<file path="config.mk">
export PLATFORM = sky130hd
export DESIGN_NAME = zynq_tag_serial_tx_flat
export DESIGN_NICKNAME = d
export VERILOG_FILES = /design/src/rtl/zynq_tag_serial_tx_if.sv /design/src/rtl/zynq_tag_serial_tx.sv /design/src/flat_wrapper.sv
export SDC_FILE = /design/constraint.sdc
export NUM_CORES = 1
export LEC_CHECK = 0
export BUFFER_PORTS_ARGS = -buffer_cell sky130_fd_sc_hd__buf_2
export CAP_MARGIN = 10
export CORE_MARGIN = 2
export CORE_UTILIZATION = 54
export CTS_CLUSTER_SIZE = 10
export DETAILED_ROUTE_END_ITERATION = 10
export GPL_TIMING_DRIVEN = 0
export PLACE_DENSITY_LB_ADDON = 0.05
export SYNTH_ARGS = -nofsm -noshare
export SYNTH_HDL_FRONTEND = slang
export SYNTH_SLANG_ARGS = --single-unit
</file>
<file path="constraint.sdc">
create_clock -name clk_i -period 2.2 [get_ports clk_i]
set_input_delay 0.33 -clock clk_i [delete_from_list [all_inputs] [get_ports clk_i]]
set_output_delay 0.33 -clock clk_i [all_outputs]
set_load 0.05 [all_outputs]
</file>
<file path="src/rtl/zynq_tag_serial_tx_if.sv">
// Packet handshake between the CSR shell (master) and the tag serializer (slave).
interface zynq_tag_serial_tx_if #(
  parameter int unsigned lg_els_p            = 4,
  parameter int unsigned lg_width_p          = 1,
  parameter int unsigned max_payload_width_p = 1
) ();

  logic                           v;
  logic                           ready_and;
  logic [lg_els_p-1:0]            nodeid;
  logic                           data_not_reset;
  logic [lg_width_p-1:0]          payload_len;
  logic [max_payload_width_p-1:0] payload;

  modport master (
    output v,
    output nodeid,
    output data_not_reset,
    output payload_len,
    output payload,
    input  ready_and
  );

  modport slave (
    input  v,
    input  nodeid,
    input  data_not_reset,
    input  payload_len,
    input  payload,
    output ready_and
  );

endinterface

</file>
<file path="src/rtl/zynq_tag_serial_tx.sv">
// bsg_tag serial transmitter: emits the ones/zeros preamble after reset, then serializes one
// packet per handshake LSB-first as {payload, nodeid, data_not_reset, payload_len, start}.
module zynq_tag_serial_tx #(
  parameter int unsigned els_p               = 16,
  parameter int unsigned max_payload_width_p = 1,
  parameter int unsigned lg_width_p          = 1,
  parameter int unsigned reset_ones_p        = 8,
  parameter int unsigned reset_zeros_p       = 8
) (
  input  logic                 clk_i,
  input  logic                 reset_i,
  zynq_tag_serial_tx_if.slave  pkt_if,
  output logic                 tag_data_o,
  output logic                 done_o,
  output logic                 preamble_done_o
);

  localparam int unsigned lg_els_lp   = (els_p <= 1) ? 1 : $clog2(els_p);
  localparam int unsigned hdr_bits_lp = 2 + lg_width_p + lg_els_lp;
  localparam int unsigned pkt_max_lp  = hdr_bits_lp + max_payload_width_p;
  localparam int unsigned pre_max_lp  = (reset_ones_p > reset_zeros_p) ? reset_ones_p
                                                                       : reset_zeros_p;
  localparam int unsigned cnt_max_lp  = (pre_max_lp > pkt_max_lp) ? pre_max_lp : pkt_max_lp;
  localparam int unsigned cnt_w_lp    = $clog2(cnt_max_lp + 1);

  localparam logic [cnt_w_lp-1:0] OnesCnt  = cnt_w_lp'(reset_ones_p);
  localparam logic [cnt_w_lp-1:0] ZerosCnt = cnt_w_lp'(reset_zeros_p);
  localparam logic [cnt_w_lp-1:0] HdrM1    = cnt_w_lp'(hdr_bits_lp - 1);
  localparam logic [cnt_w_lp-1:0] CntOne   = cnt_w_lp'(1);

  typedef enum logic [1:0] {StOnes, StZeros, StIdle, StSend} state_e;

  state_e                  state_q, state_d;
  logic [cnt_w_lp-1:0]     cnt_q, cnt_d;
  logic [pkt_max_lp-2:0]   shift_q, shift_d;
  logic                    tag_data_q, tag_data_d;
  logic                    done_q, done_d;
  logic                    preamble_done_q, preamble_done_d;

  assign pkt_if.ready_and = (state_q == StIdle);
  assign tag_data_o       = tag_data_q;
  assign done_o           = done_q;
  assign preamble_done_o  = preamble_done_q;

  // Next-state logic. tag_data_d is the bit the line shows in the cycle after this edge, so
  // in preamble states the counter tracks bits already launched. In StSend cnt_q holds the
  // number of bits still to launch after the one on the line now.
  always_comb begin
    state_d         = state_q;
    cnt_d           = cnt_q;
    shift_d         = shift_q;
    tag_data_d      = 1'b0;
    done_d          = 1'b0;
    preamble_done_d = preamble_done_q;
    unique case (state_q)
      StOnes: begin
        if (cnt_q == OnesCnt) begin
          state_d = StZeros;
          cnt_d   = CntOne;
        end else begin
          tag_data_d = 1'b1;
          cnt_d      = cnt_q + CntOne;
        end
      end
      StZeros: begin
        if (cnt_q == ZerosCnt) begin
          state_d         = StIdle;
          cnt_d           = '0;
          preamble_done_d = 1'b1;
        end else begin
          cnt_d = cnt_q + CntOne;
        end
      end
      StIdle: begin
        if (pkt_if.v) begin
          state_d    = StSend;
          tag_data_d = 1'b1;  // start bit goes out directly; the rest waits in the shifter
          shift_d    = {pkt_if.payload, pkt_if.nodeid, pkt_if.data_not_reset,
                        pkt_if.payload_len};
          cnt_d      = HdrM1 + cnt_w_lp'(pkt_if.payload_len);
        end
      end
      StSend: begin
        if (cnt_q == '0) begin
          state_d = StIdle;
        end else begin
          tag_data_d = shift_q[0];
          shift_d    = shift_q >> 1;
          cnt_d      = cnt_q - CntOne;
          done_d     = (cnt_q == CntOne);
        end
      end
    endcase
  end

  // State and output registers with synchronous reset.
  always_ff @(posedge clk_i) begin
    if (reset_i) begin
      state_q         <= StOnes;
      cnt_q           <= '0;
      shift_q         <= '0;
      tag_data_q      <= 1'b0;
      done_q          <= 1'b0;
      preamble_done_q <= 1'b0;
    end else begin
      state_q         <= state_d;
      cnt_q           <= cnt_d;
      shift_q         <= shift_d;
      tag_data_q      <= tag_data_d;
      done_q          <= done_d;
      preamble_done_q <= preamble_done_d;
    end
  end

`ifndef SYNTHESIS
  localparam logic [lg_width_p:0] MaxLen = (lg_width_p + 1)'(max_payload_width_p);

  // Payload lengths beyond the widest client are illegal at accept.
  always_ff @(posedge clk_i) begin
    if (!reset_i && (state_q == StIdle) && pkt_if.v) begin
      assert ({1'b0, pkt_if.payload_len} <= MaxLen)
        else $error("payload_len_i exceeds max_payload_width_p");
    end
  end
`endif

endmodule
</file>
<file path="src/flat_wrapper.sv">
// flat-port wrapper written by rule: the top's interface ports become plain ports
module zynq_tag_serial_tx_flat 
#(
  parameter int unsigned els_p               = 16,
  parameter int unsigned max_payload_width_p = 1,
  parameter int unsigned lg_width_p          = 1,
  parameter int unsigned reset_ones_p        = 8,
  parameter int unsigned reset_zeros_p       = 8
)
  (clk_i, reset_i, tag_data_o, done_o, preamble_done_o, pkt_if_v, pkt_if_nodeid, pkt_if_data_not_reset, pkt_if_payload_len, pkt_if_payload, pkt_if_ready_and);
  zynq_tag_serial_tx_if #(.lg_width_p(lg_width_p), .max_payload_width_p(max_payload_width_p)) pkt_if_i ();
  input  logic clk_i;
  input  logic reset_i;
  output logic tag_data_o;
  output logic done_o;
  output logic preamble_done_o;
  input wire logic [$bits(pkt_if_i.v)-1:0] pkt_if_v;
  input wire logic [$bits(pkt_if_i.nodeid)-1:0] pkt_if_nodeid;
  input wire logic [$bits(pkt_if_i.data_not_reset)-1:0] pkt_if_data_not_reset;
  input wire logic [$bits(pkt_if_i.payload_len)-1:0] pkt_if_payload_len;
  input wire logic [$bits(pkt_if_i.payload)-1:0] pkt_if_payload;
  output wire logic [$bits(pkt_if_i.ready_and)-1:0] pkt_if_ready_and;
  assign pkt_if_i.v = pkt_if_v;
  assign pkt_if_i.nodeid = pkt_if_nodeid;
  assign pkt_if_i.data_not_reset = pkt_if_data_not_reset;
  assign pkt_if_i.payload_len = pkt_if_payload_len;
  assign pkt_if_i.payload = pkt_if_payload;
  assign pkt_if_ready_and = pkt_if_i.ready_and;
  zynq_tag_serial_tx #(.els_p(els_p), .max_payload_width_p(max_payload_width_p), .lg_width_p(lg_width_p), .reset_ones_p(reset_ones_p), .reset_zeros_p(reset_zeros_p)) u_core (.clk_i(clk_i), .reset_i(reset_i), .pkt_if(pkt_if_i), .tag_data_o(tag_data_o), .done_o(done_o), .preamble_done_o(preamble_done_o));
endmodule
</file>
Word-level counts from Yosys, hierarchy flattened
Index checks and enable logic that the tools add are counted.
{"block": "word_totals", "ff_bits": 16, "output_inout_bits": 4}
{"block": "op_classes", "n_addsub": 3, "eq_ne": 10, "mux": 17, "bitwise_logic": 1, "reduce_logical": 8}
{"operator": "two-way mux 4 bit", "n": 4}
{"operator": "one-hot mux 4 bit (4 select lines)", "n": 1}
{"operator": "two-way mux 7 bit", "n": 2}
{"operator": "one-hot mux 7 bit (2 select lines)", "n": 1}
{"operator": "two-way mux 2 bit", "n": 4}
{"operator": "one-hot mux 2 bit (4 select lines)", "n": 1}
{"operator": "inequality test 2 x 1 -> 1 bit (second input constant)", "n": 3}
{"operator": "adder 3 x 1 -> 4 bit (first input constant)", "n": 1}
{"operator": "adder 4 x 1 -> 4 bit (second input constant)", "n": 1}
{"operator": "equality test 2 bit (second input constant)", "n": 2}
{"operator": "equality test 4 x 1 -> 1 bit (second input constant)", "n": 1}
{"operator": "equality test 4 bit (second input constant)", "n": 1}
{"operator": "zero test 4 bit", "n": 1}
{"operator": "inequality test 2 bit (second input constant)", "n": 2}
{"operator": "AND reduction 2 bit", "n": 2}
{"operator": "AND reduction 4 bit", "n": 1}
{"operator": "subtractor 4 x 1 -> 4 bit (second input constant)", "n": 1}
{"operator": "two-way mux 1 bit", "n": 3}
{"operator": "one-hot mux 1 bit (3 select lines)", "n": 1}
{"operator": "AND reduction 3 bit", "n": 1}
{"operator": "OR reduction 3 bit", "n": 1}
{"operator": "equality test 2 x 1 -> 1 bit (second input constant)", "n": 1}
{"operator": "zero test 2 bit", "n": 1}
{"operator": "nonzero test 2 bit", "n": 1}
{"operator": "inverter 1 bit", "n": 1}

Depth between registers and ports, before layout
Gate-level depths: netlist of the first run.
{"block": "logic_depth", "word_depth": 3, "depth_mapped": 7, "mapped_depth_nobuf": 6}

Least setup slack after synthesis of the first run
No wires, ideal clock.
{"block": "synth_timing", "path_kind": "register to register", "start": "register u_core.state_q[1]", "end": "register u_core.shift_q[6]", "setup_ns": 0.071, "arrival_time_ns": 1.581, "required_ns": 2.129, "slack_ns": 0.548, "stages_incl_launch_ff": 6, "path_buffers": 1, "period_less_slack_ns": 1.652, "cell_sequence": "dfxtp_1 -> buf_2 -> inv_1 -> nor2_1 -> nand3_1 -> a21oi_1"}
{"block": "synth_between", "elab_chain_len": 3}
{"item": "start: declaration", "line": "zynq_tag_serial_tx.sv:33", "source": "state_e state_q, state_d;"}
{"item": "start signal: assignment", "line": "zynq_tag_serial_tx.sv:99", "source": "state_q <= StOnes;"}
{"item": "start signal: assignment", "line": "zynq_tag_serial_tx.sv:106", "source": "state_q <= state_d;"}
{"item": "equality test 2 bit *"}
{"item": "net pkt_if_ready_and", "line": "flat_wrapper.sv:22", "source": "output wire logic [$bits(pkt_if_i.ready_and)-1:0] pkt_if_ready_and;"}
{"item": "inequality test 2 bit (no source line) / nonzero test 2 bit (equally long branches)"}
{"item": "AND reduction 3 bit (no source line)"}
{"item": "end signal: assignment", "line": "zynq_tag_serial_tx.sv:108", "source": "shift_q <= shift_d;"}
{"item": "end: declaration", "line": "zynq_tag_serial_tx.sv:35", "source": "logic [pkt_max_lp-2:0] shift_q, shift_d;"}
Mark *: on every way through the listed nets, which the timed path passes. The rest lies on a longest branch.
A chain may end at the register's enable or synchronous reset.

Worst setup path in the final report of the first run
{"block": "layout_timing", "start": "register u_core.cnt_q[0]", "end": "register u_core.cnt_q[1]"}
{"block": "layout_between", "elab_chain_len": 3}
{"item": "start: declaration", "line": "zynq_tag_serial_tx.sv:34", "source": "logic [cnt_w_lp-1:0] cnt_q, cnt_d;"}
{"item": "start signal: assignment", "line": "zynq_tag_serial_tx.sv:107", "source": "cnt_q <= cnt_d;"}
{"item": "subtractor 4 x 1 -> 4 bit (tied with other cells)", "line": "zynq_tag_serial_tx.sv:89", "source": "cnt_d = cnt_q - CntOne;"}
{"item": "two-way mux 4 bit (tied with other cells)", "line": "zynq_tag_serial_tx.sv:84", "source": "if (cnt_q == '0) begin"}
{"item": "one-hot mux 4 bit (4 select lines) / AND reduction 2 bit (equally long branches)"}
Parallel ways exist; a longest one is shown, timed or not. The select of a mux whose other input is x is not followed.

==> metrics.csv, run 1 <==
stage;metric;value;unit
flow_run;cap_viol_max_count;0;
setup_path;cell_breakdown_of_the_critical_path;inv_1, ha_1, and4bb_4, o21ai_2, mux2_2, nor2_1;
setup_path;timing.setup.critical_path_class;reg2reg;
clock_network;htreeDepth;1;
synthesis;post_synth.cell_area_avg;8.25;µm²
placement;port_buffers;12;
synthesis;mappedNetlistArea;907;µm²
sta;clock-skew-final;3.97;ps
synthesis;netlist-cell-type-count;33;
sta;final.period_utilization;81.6;%
setup_path;crit_fanout;6;
route;final_antenna_net_count;0;
route;vias;823;
synthesis;syn-instance-count;110;
floorplanning;die_width;45.0;µm
power_and_ir_drop;power-per-cell-area;543;nW/µm²
floorplanning;top_level_ports;14;
clock_network;clock_tree_from_tritoncts;done;
power_and_ir_drop;seqPwrFrac;54.2;%
global_routing;grt_usage;21.9;%
synthesis;synth.yosys.seq_area_share;35.3;%
min_path;hold_path_class;in2reg;
synthesis;synthesis.nets;124;
clock_network;clk-insertion-delay-late;290;ps
setup_path;worst_path_max_delay_cell;dfxtp_1;
power_and_ir_drop;standby_leakage_power;0.000410;µW
setup_path;arrival;2020;ps
sta;tightest_slew;484;ps
power_and_ir_drop;pwr-share-comb;10.5;%
setup_path;cp_num_buf_inv;1;
power_and_ir_drop;clock_power_share;35.4;%
synthesis;synth.ff_latch_count;16;
route;drtIter0Drc;14;
synthesis;synth.top_cells.by_area;dfxtp_1 35%, a311oi_2 6.6%, ha_1 5.5%, nand3_1 5.5%, a21oi_1 5.0%;
route;drtPass1Iterations;4;
final_layout;final_layout_size_suffix_gt1_share;22.2;%
sta;finalSetupTns;0;ps
clock_network;numCtsBuffers;3;
power_and_ir_drop;internal_power;420;µW
power_and_ir_drop;power.share.switching;24.5;%
route;route.detailed.drc;0;
final_layout;layout.nets;141;
sta;max_clock_freq;557;MHz
placement;gp_congestion;0.808;
sta;timing_hold_violations_final;0;
sta;setup-violations-final;0;
global_routing;grt_antenna_before_repair;0;
clock_network;clock-root-buffer;clkbuf_4;
route;wl_cell;13.0;µm
setup_path;critical_path.top_delay_family;flip-flops;
clock_network;clkSinkCount;16;
setup_path;cp_peak_stage_delay;430;ps
floorplanning;initial_core_util;58.8;%
floorplanning;fp.dieArea;2020;µm²
sta;finalCriticalPeriod;1790;ps
clock_network;cts.clk_slew.worst_paths;100;ps
sta;setup_ws;405;ps
route;route.detailed.vias_per_inst;5.80;
clock_network;cts_resized;0;
final_layout;synthToLayoutAreaGrowth;12.8;%
route;routed_wirelength;1850;µm
clock_network;post_cts_buffers;0;
synthesis;synth_top_area_share;35.3;%
sta;maxSlewHeadroom;67.7;%
global_routing;first_pass_grt_wire_length;3300;µm
power_and_ir_drop;ir_worst_vdd;0.358;mV
placement;detailed_place_hpwl;1370;µm
setup_path;required;2430;ps
outcome;status;completed;
global_routing;gr-total-overflow;0;
sta;final-max-slew-violation-count;0;
global_routing;grt_start_max_net_pins;11;
global_routing;via_count_of_the_first_global_routing_pass;734;
floorplanning;die_ht;45.0;µm
final_layout;fill_cells;138;
placement;post-place-ws;402;ps
floorplanning;core;1540;µm²
final_layout;antenna_cells;0;
synthesis;ys.warnings.count;0;
setup_path;cp-start-kind;flop;
power_and_ir_drop;net-switching-power;136;µW
synthesis;yosys.area.top_type;dfxtp_1;
setup_path;critPathCaptureType;flop;
clock_network;count_of_hold_buffers_inserted_by_post_cts_repair;0;
floorplanning;num_rows;14;
clock_network;ctsLongestPathBuffers;2;
sta;setup_repair_after_global_routing_missed_its_margin;false;
cell families (layout without fill, tap and decap cells):
logic type                 Yosys count  in the layout  synth area share [%]
and+or+nand+nor                     47             47                  27.2
AOI/OAI and AO/OA                   27             27                  23.5
DFF                                 16             16                  35.3
buffers and inverters               15             31                  7.31
adders and majority gates            4              4                  5.52
muxes                                1              1                  1.24
registers in the layout (all words and copies together), names as in the netlist:
| signal | count |
|---|---|
| u_core.cnt_q | 4 |
| u_core.state_q | 2 |
| u_core.done_o | 1 |
| u_core.preamble_done_o | 1 |
| u_core.shift_q | 7 |
| u_core.tag_data_o | 1 |
power by group through the flow:
stage / logic, µW / registers, µW / clock network [µW]
floorplan: 38.2 / 310 / 0
global placement: 57.0 / 308 / 0
detailed placement: 58.1 / 308 / 0
CTS: 58.4 / 301 / 202
global route: 64.9 / 303 / 212
finish: 58.3 / 301 / 197
Yosys cell counts:
cell type and instances:
o2111ai_1 2, nand3b_1 2, nor2_1 11, nand2b_1 1, a21oi_1 9, nand3_1 10, or2_2 1, inv_1 8
nor3b_1 1, and2_1 1, nand2_1 12, a311oi_1 2, buf_2 2, a311oi_2 4, a31oi_1 1, and3_1 3
nor3_4 1, o21ai_0 3, dfxtp_1 16, a2111oi_0 1, mux2_2 1, clkbuf_1 2, o21ai_2 1, or3_1 1
nor3_1 1, o311ai_0 1, nor4_1 1, buf_1 2, a211o_1 2, ha_1 4, buf_6 1, a21o_1 1
and4bb_4 1
through the flow:
stage               power, µW  hold slack [ps]  utilization [%]  instance area [µm²]  std cells
detailed placement        366              438             64.0                  987        138
global placement          364              429             64.0                  987        138
floorplan                 348              446                -                  907        110
CTS                       562              291             66.4                 1020        142
global route              580              303             66.4                 1020        142
finish                    556              293             66.4                 1020        142
final cells by class:
class | count | area [µm²] | share of cell area (%)
clock buffer | 4 | 36.3 | 3.55
buffer | 7 | 36.3 | 3.55
inverter | 8 | 30.0 | 2.93
sequential | 16 | 320 | 31.3
timing repair buffer | 12 | 60.1 | 5.87
tap | 16 | 20.0 | 1.96
multi-input combinational | 79 | 520 | 50.9
layer usage:
layer	track usage, %	part of all wire (%)	routed length [µm]
met5	0	0	0
met2	32.9	43	789
met3	2.40	3.3	62
met4	7.06	1.7	31
met1	32.7	52	969
layout by cell type, fill, tap and decap left out, drive strengths merged, types with 3 or more instances in the layout:
| master | count |
|---|---|
| buf | 17 |
| a311oi | 6 |
| a21oi | 9 |
| o21ai | 4 |
| ha | 4 |
| and3 | 3 |
| dfxtp | 16 |
| nand3 | 10 |
| nor2 | 11 |
| clkbuf | 6 |
| inv | 8 |
| nand2 | 12 |
worst min-delay path, delay by kind of cell:
kind            cells  cell delay, ps
buf+inv             1             100
compound gates      1              70
simple gates        1              40
path summary, 6_finish.rpt:
path / start / to / slack [ps] / depth (start not counted)
worst max register to register: u_core.cnt_q[0]$_SDFFE_PP0P_ / u_core.cnt_q[1]$_SDFFE_PP0P_ / 410 / 6
worst min register to register: u_core.preamble_done_o$_SDFFE_PP0P_ / u_core.preamble_done_o$_SDFFE_PP0P_ / 460 / 2
worst min-delay path: pkt_if_data_not_reset / u_core.shift_q[1]$_SDFFE_PP0P_ / 290 / 3
worst max-delay path: u_core.cnt_q[0]$_SDFFE_PP0P_ / u_core.cnt_q[1]$_SDFFE_PP0P_ / 410 / 6
Note: power is estimated with default switching activity, not from simulation.
==> run 2: changes to the inputs <==
- CORE_UTILIZATION: 54 -> 49
- clock period: 2.2 -> 1.6 ns (I/O delays scaled with it)
==> run 2 against run 1 <==
Against the previous run:
- total power rose by 45%
- design area rose by 17%
- via count rose by 21%
- clock power rose by 42%
- register-to-register slack got worse by 380 ps
- sequential power rose by 38%
- critical path type unchanged
- highest routed layer unchanged
==> metrics.csv, run 2 (same netlist as run 1, synthesis figures left out) <==
stage;metric;value;unit
setup_path;required;1770;ps
flow_run;cap_viol_max_count;0;
clock_network;count_of_hold_buffers_inserted_by_post_cts_repair;0;
power_and_ir_drop;power-per-cell-area;675;nW/µm²
placement;post-place-ws;-192;ps
placement;detailed_place_hpwl;1400;µm
final_layout;final_layout_size_suffix_gt1_share;36.4;%
clock_network;clkSinkCount;16;
setup_path;crit_fanout;4;
setup_path;arrival;1750;ps
floorplanning;core;1730;µm²
route;drtIter0Drc;32;
power_and_ir_drop;ir_worst_vdd;0.475;mV
global_routing;via_count_of_the_first_global_routing_pass;762;
sta;clock-skew-final;5.64;ps
outcome;status;completed;
sta;final-max-slew-violation-count;0;
sta;max_clock_freq;636;MHz
setup_path;cp_peak_stage_delay;380;ps
final_layout;synthToLayoutAreaGrowth;31.9;%
setup_path;rr_startpoint;u_core.cnt_q[1]$_SDFFE_PP0P_;
final_layout;antenna_cells;0;
setup_path;worst_path_max_delay_cell;dfxtp_4;
final_layout;fill_cells;151;
route;wl_cell;14.5;µm
final_layout;top_register;u_core.shift_q;
final_layout;layout.nets;155;
setup_path;cp_num_buf_inv;3;
clock_network;clk-insertion-delay-late;300;ps
setup_path;critPathCaptureType;flop;
global_routing;grt_start_max_net_pins;11;
min_path;hold_end;u_core.shift_q[2]$_SDFFE_PP0P_;
floorplanning;num_rows;15;
floorplanning;initial_core_util;52.5;%
floorplanning;die_width;47.0;µm
global_routing;first_pass_grt_wire_length;3560;µm
setup_path;timing.rr.end;u_core.shift_q[3]$_SDFFE_PP0P_;
setup_path;cell_breakdown_of_the_critical_path;inv_4, ha_4, and4bb_4, nor3_4, buf_4, buf_4, a311oi_2;
min_path;hold_path_class;in2reg;
sta;finalCriticalPeriod;1570;ps
sta;setup_repair_after_global_routing_missed_its_margin;true;
clock_network;clock-root-buffer;clkbuf_4;
placement;port_buffers;12;
setup_path;r2r_setup_slack;30;ps
floorplanning;top_level_ports;14;
final_layout;largest_register_ffs;7;
setup_path;timing.setup.critical_path_class;reg2reg;
route;routed_wirelength;2400;µm
setup_path;cp-start-kind;flop;
global_routing;gr-total-overflow;0;
power_and_ir_drop;standby_leakage_power;0.000489;µW
setup_path;critical_path.top_delay_family;simple AND/OR/NAND/NOR gates;
placement;gp_congestion;0.802;
min_path;min_path_cells;3;
sta;maxSlewHeadroom;66.0;%
sta;setup_ws;26.6;ps
global_routing;grt_antenna_before_repair;0;
route;vias;994;
sta;setup-violations-final;0;
clock_network;htreeDepth;1;
route;final_antenna_net_count;0;
setup_path;crit_top_cell;buf_4;
power_and_ir_drop;power.total;808;µW
clock_network;cts.clk_slew.worst_paths;100;ps
sta;final.period_utilization;98.3;%
route;route.detailed.drc;0;
global_routing;grt_usage;23.3;%
clock_network;ctsLongestPathBuffers;2;
floorplanning;fp.dieArea;2210;µm²
final_layout;most-common-layout-cells;14 x buf_4, 14 x dfxtp_1, 12 x buf_2, 12 x nand2_1, 10 x nand3_1;
final_layout;layout.core_utilization;69.3;%
floorplanning;die_ht;47.0;µm
sta;tightest_slew;510;ps
clock_network;numCtsBuffers;3;
clock_network;clock_tree_from_tritoncts;done;
route;drtPass1Iterations;4;
setup_path;worstSetupStartpoint;u_core.cnt_q[1]$_SDFFE_PP0P_;
route;route.detailed.vias_per_inst;6.02;
setup_path;r2r.worst_path.cells;7;
final_layout;largestRegisters;u_core.shift_q x7, u_core.cnt_q x4, u_core.state_q x2;
sta;timing_hold_violations_final;0;
min_path;worstHoldStart;pkt_if_nodeid[0];
==> run 2: repair_timing <==
item	CTS	global route
cloned	1	0
buffers inserted	9	4
resized for setup	8	11
endpoints found under the setup margin	11	10
pin swaps	2	9
==> run 2: per-layer routing <==
layer	wire, µm	GRT usage [%]	vias to the layer above
li1	-	-	454
met1	1080	35.4	467
met2	1040	31.2	60
met3	199	5.38	13
met4	85	10.0	0
met5	0	0	-
==> run 2: tightest hold or removal path, stage by stage <==
cell and delay [ps]:
buf_2 100, nand2_1 40, a311oi_1 80
==> run 2: report_power, final <==
| part | total, µW | internal [µW] | leakage [µW] | switching, µW |
|---|---|---|---|---|
| Clock | 280 | 139 | 0.0000210 | 141 |
| Sequential | 415 | 406 | 0.000131 | 8.96 |
| Combinational | 113 | 51.7 | 0.000337 | 60.9 |
==> run 2: worst max-delay path by stage <==
stage,end,slack (ps),cells after the start
finish,u_core.shift_q[3]$_SDFFE_PP0P_,30,7
global route,u_core.shift_q[3]$_SDFFE_PP0P_,-20,7
CTS,u_core.shift_q[1]$_SDFFE_PP0P_,0.8,7
detailed placement,u_core.cnt_q[1]$_SDFFE_PP0P_,-190,6
global placement,u_core.cnt_q[1]$_SDFFE_PP0P_,-170,6
floorplan,u_core.shift_q[0]$_SDFFE_PP0P_,1,7
==> run 2: through the flow <==
stage	hold slack, ps	instance area, µm²	setup TNS (ps)	instances
6_report	202	1200	0	165
5_1_grt	226	1200	-51.6	165
2_1_floorplan	392	910	0	110
3_3_place_gp	429	1000	-943	147
3_5_place_dp	443	1000	-1170	147
4_1_cts	211	1130	0	161
==> run 2: area by class of cell <==
type                       count  area, µm²  share of cell area, %
tap                           25       31.3                   2.62
buffer                         7       38.8                   3.24
inverter                       8       38.8                   3.24
sequential                    16        328                   27.4
multi-input combinational     79        548                   45.8
clock buffer                   4       36.3                   3.03
timing repair buffer          26        175                   14.6
==> run 3: changes to the inputs <==
- CORE_MARGIN: 2 -> 3
==> run 3 against run 2 <==
Against the previous run:
- total power fell by 2.2%
- clock-buffer cell count did not move
- sequential cell count did not move
- setup slack improved by 59 ps
- sequential share of layout area rose by 1.0 points
- via count fell by 12%
- critical path depth did not move
- hold slack got worse by 4.7 ps
- non-clock buffer count fell by 4
- cell count fell by 3.0%
==> metrics.csv, run 3 (same netlist as run 1, synthesis figures left out) <==
stage;metric;value;unit
route;vias;879;
setup_path;critPathCaptureType;flop;
final_layout;largestRegisters;u_core.shift_q x7, u_core.cnt_q x4, u_core.state_q x2;
sta;final.hold.worst_slack;197;ps
setup_path;rr_startpoint;u_core.cnt_q[0]$_SDFFE_PP0P_;
route;final_antenna_net_count;0;
setup_path;arrival;1730;ps
final_layout;layout.nets;151;
power_and_ir_drop;pwr-share-comb;11.9;%
floorplanning;die_width;49.0;µm
global_routing;grt_antenna_before_repair;0;
global_routing;grt_start_max_net_pins;11;
sta;tightest_slew;530;ps
setup_path;required;1820;ps
sta;final-max-slew-violation-count;0;
setup_path;timing.rr.end;u_core.shift_q[1]$_SDFFE_PP0P_;
setup_path;timing.setup.critical_path_class;reg2reg;
final_layout;largest_register_ffs;7;
setup_path;cp-start-kind;flop;
clock_network;clk-insertion-delay-late;300;ps
floorplanning;top_level_ports;14;
floorplanning;num_rows;14;
clock_network;htreeDepth;1;
power_and_ir_drop;power.share.switching;25.9;%
final_layout;most-common-layout-cells;14 x dfxtp_1, 12 x buf_2, 12 x nand2_1;
sta;clock-skew-final;1.10;ps
clock_network;clock-root-buffer;clkbuf_4;
placement;detailed_place_hpwl;1480;µm
final_layout;fill_cells;132;
power_and_ir_drop;internal_power;585;µW
floorplanning;core;1630;µm²
placement;gp_congestion;0.783;
final_layout;top_register;u_core.shift_q;
final_layout;final_layout_size_suffix_gt1_share;33.8;%
global_routing;grt_usage;19.8;%
final_layout;layout_commonest_cell;dfxtp_1;
sta;timing_hold_violations_final;0;
clock_network;numCtsBuffers;3;
floorplanning;fp.dieArea;2400;µm²
route;drtIter0Drc;29;
route;wl_cell;13.8;µm
clock_network;clkSinkCount;16;
route;route.detailed.vias_per_inst;5.49;
min_path;hold_path_class;in2reg;
power_and_ir_drop;seqPwrFrac;52.2;%
sta;finalCriticalPeriod;1510;ps
floorplanning;die_ht;49.0;µm
sta;setup-violations-final;0;
outcome;status;completed;
placement;port_buffers;12;
min_path;hold_end;u_core.shift_q[1]$_SDFFE_PP0P_;
clock_network;cts.clk_slew.worst_paths;100;ps
setup_path;crit_fanout;8;
clock_network;ctsLongestPathBuffers;2;
global_routing;gr-total-overflow;0;
flow_run;cap_viol_max_count;0;
floorplanning;initial_core_util;55.7;%
final_layout;synthToLayoutAreaGrowth;26.2;%
setup_path;r2r.worst_path.cells;7;
clock_network;clock_tree_from_tritoncts;done;
sta;final.period_utilization;94.7;%
final_layout;antenna_cells;0;
min_path;min_path_cells;3;
power_and_ir_drop;standby_leakage_power;0.000462;µW
power_and_ir_drop;clock_power_share;35.9;%
min_path;worstHoldStart;pkt_if_data_not_reset;
placement;post-place-ws;-217;ps
sta;setup_repair_after_global_routing_missed_its_margin;false;
global_routing;first_pass_grt_wire_length;3690;µm
setup_path;r2r_setup_slack;90;ps
power_and_ir_drop;net-switching-power;204;µW
route;route.detailed.drc;0;
sta;max_clock_freq;660;MHz
route;routed_wirelength;2210;µm
global_routing;via_count_of_the_first_global_routing_pass;807;
sta;maxSlewHeadroom;64.6;%
power_and_ir_drop;power-per-cell-area;690;nW/µm²
power_and_ir_drop;ir_worst_vdd;0.501;mV
route;drtPass1Iterations;4;
sta;setup_ws;85.3;ps
run 3: what timing repair did:
item,4_1_cts,5_1_grt
setup endpoints to repair,12,11
buffers inserted,8,2
pin swaps,2,0
hold buffers,0,0
resized for setup,7,6
endpoints found under the hold margin,0,0
run 3: per-stage QoR:
step	TNS [ps]	cells	util [%]	total power, µW	cell area [µm²]
finish	0	160	70.3	790	1140
global route	0	160	70.3	822	1140
CTS	0	158	68.6	782	1120
detailed placement	-1300	146	61.4	504	1000
global placement	-1160	146	61.4	502	1000
floorplan	0	110	-	479	910
run 3: final cells by class:
cell class / instances / area [µm²] / share of cell area [%]
inverter: 8 / 33.8 / 2.95
buffer: 7 / 42.5 / 3.72
sequential: 16 / 325 / 28.4
timing repair buffer: 22 / 138 / 12.0
clock buffer: 4 / 36.3 / 3.17
multi-input combinational: 79 / 539 / 47.1
tap: 24 / 30.0 / 2.62
run 3: worst max path at each step:
stage | cells after the start | endpoint | slack, ps | start
floorplan | 7 | u_core.shift_q[0]$_SDFFE_PP0P_ | 1 | u_core.cnt_q[0]$_SDFFE_PP0P_
global placement | 7 | u_core.shift_q[5]$_SDFFE_PP0P_ | -190 | u_core.cnt_q[0]$_SDFFE_PP0P_
detailed placement | 7 | u_core.shift_q[5]$_SDFFE_PP0P_ | -220 | u_core.cnt_q[0]$_SDFFE_PP0P_
CTS | 7 | u_core.shift_q[2]$_SDFFE_PP0P_ | 4 | u_core.cnt_q[0]$_SDFFE_PP0P_
global route | 4 | u_core.shift_q[5]$_SDFFE_PP0P_ | 10 | u_core.state_q[0]$_SDFFE_PP0P_
finish | 7 | u_core.shift_q[1]$_SDFFE_PP0P_ | 90 | u_core.cnt_q[0]$_SDFFE_PP0P_
run 3: routing by layer:
layer,vias to the layer above,wire [µm],track usage [%]
li1,444,-,-
met1,400,1070,27.4
met2,32,1000,30.5
met3,3,127,3.67
met4,0,20,7.11
met5,-,0,0
run 3: power by group through the flow:
stage	Sequential (µW)	Clock, µW	Combinational (µW)
6_report	412	283	94.3
5_1_grt	413	302	107
4_1_cts	414	284	83.3
3_5_place_dp	423	0	80.9
3_3_place_gp	423	0	79.1
2_1_floorplan	426	0	52.6
run 3: critical path, cell delays in order (launching register included):
cell	delay, ps
dfxtp_4	360
inv_2	70
ha_2	200
and4bb_4	280
nor3_4	50
buf_6	150
buf_4	140
a311oi_1	190
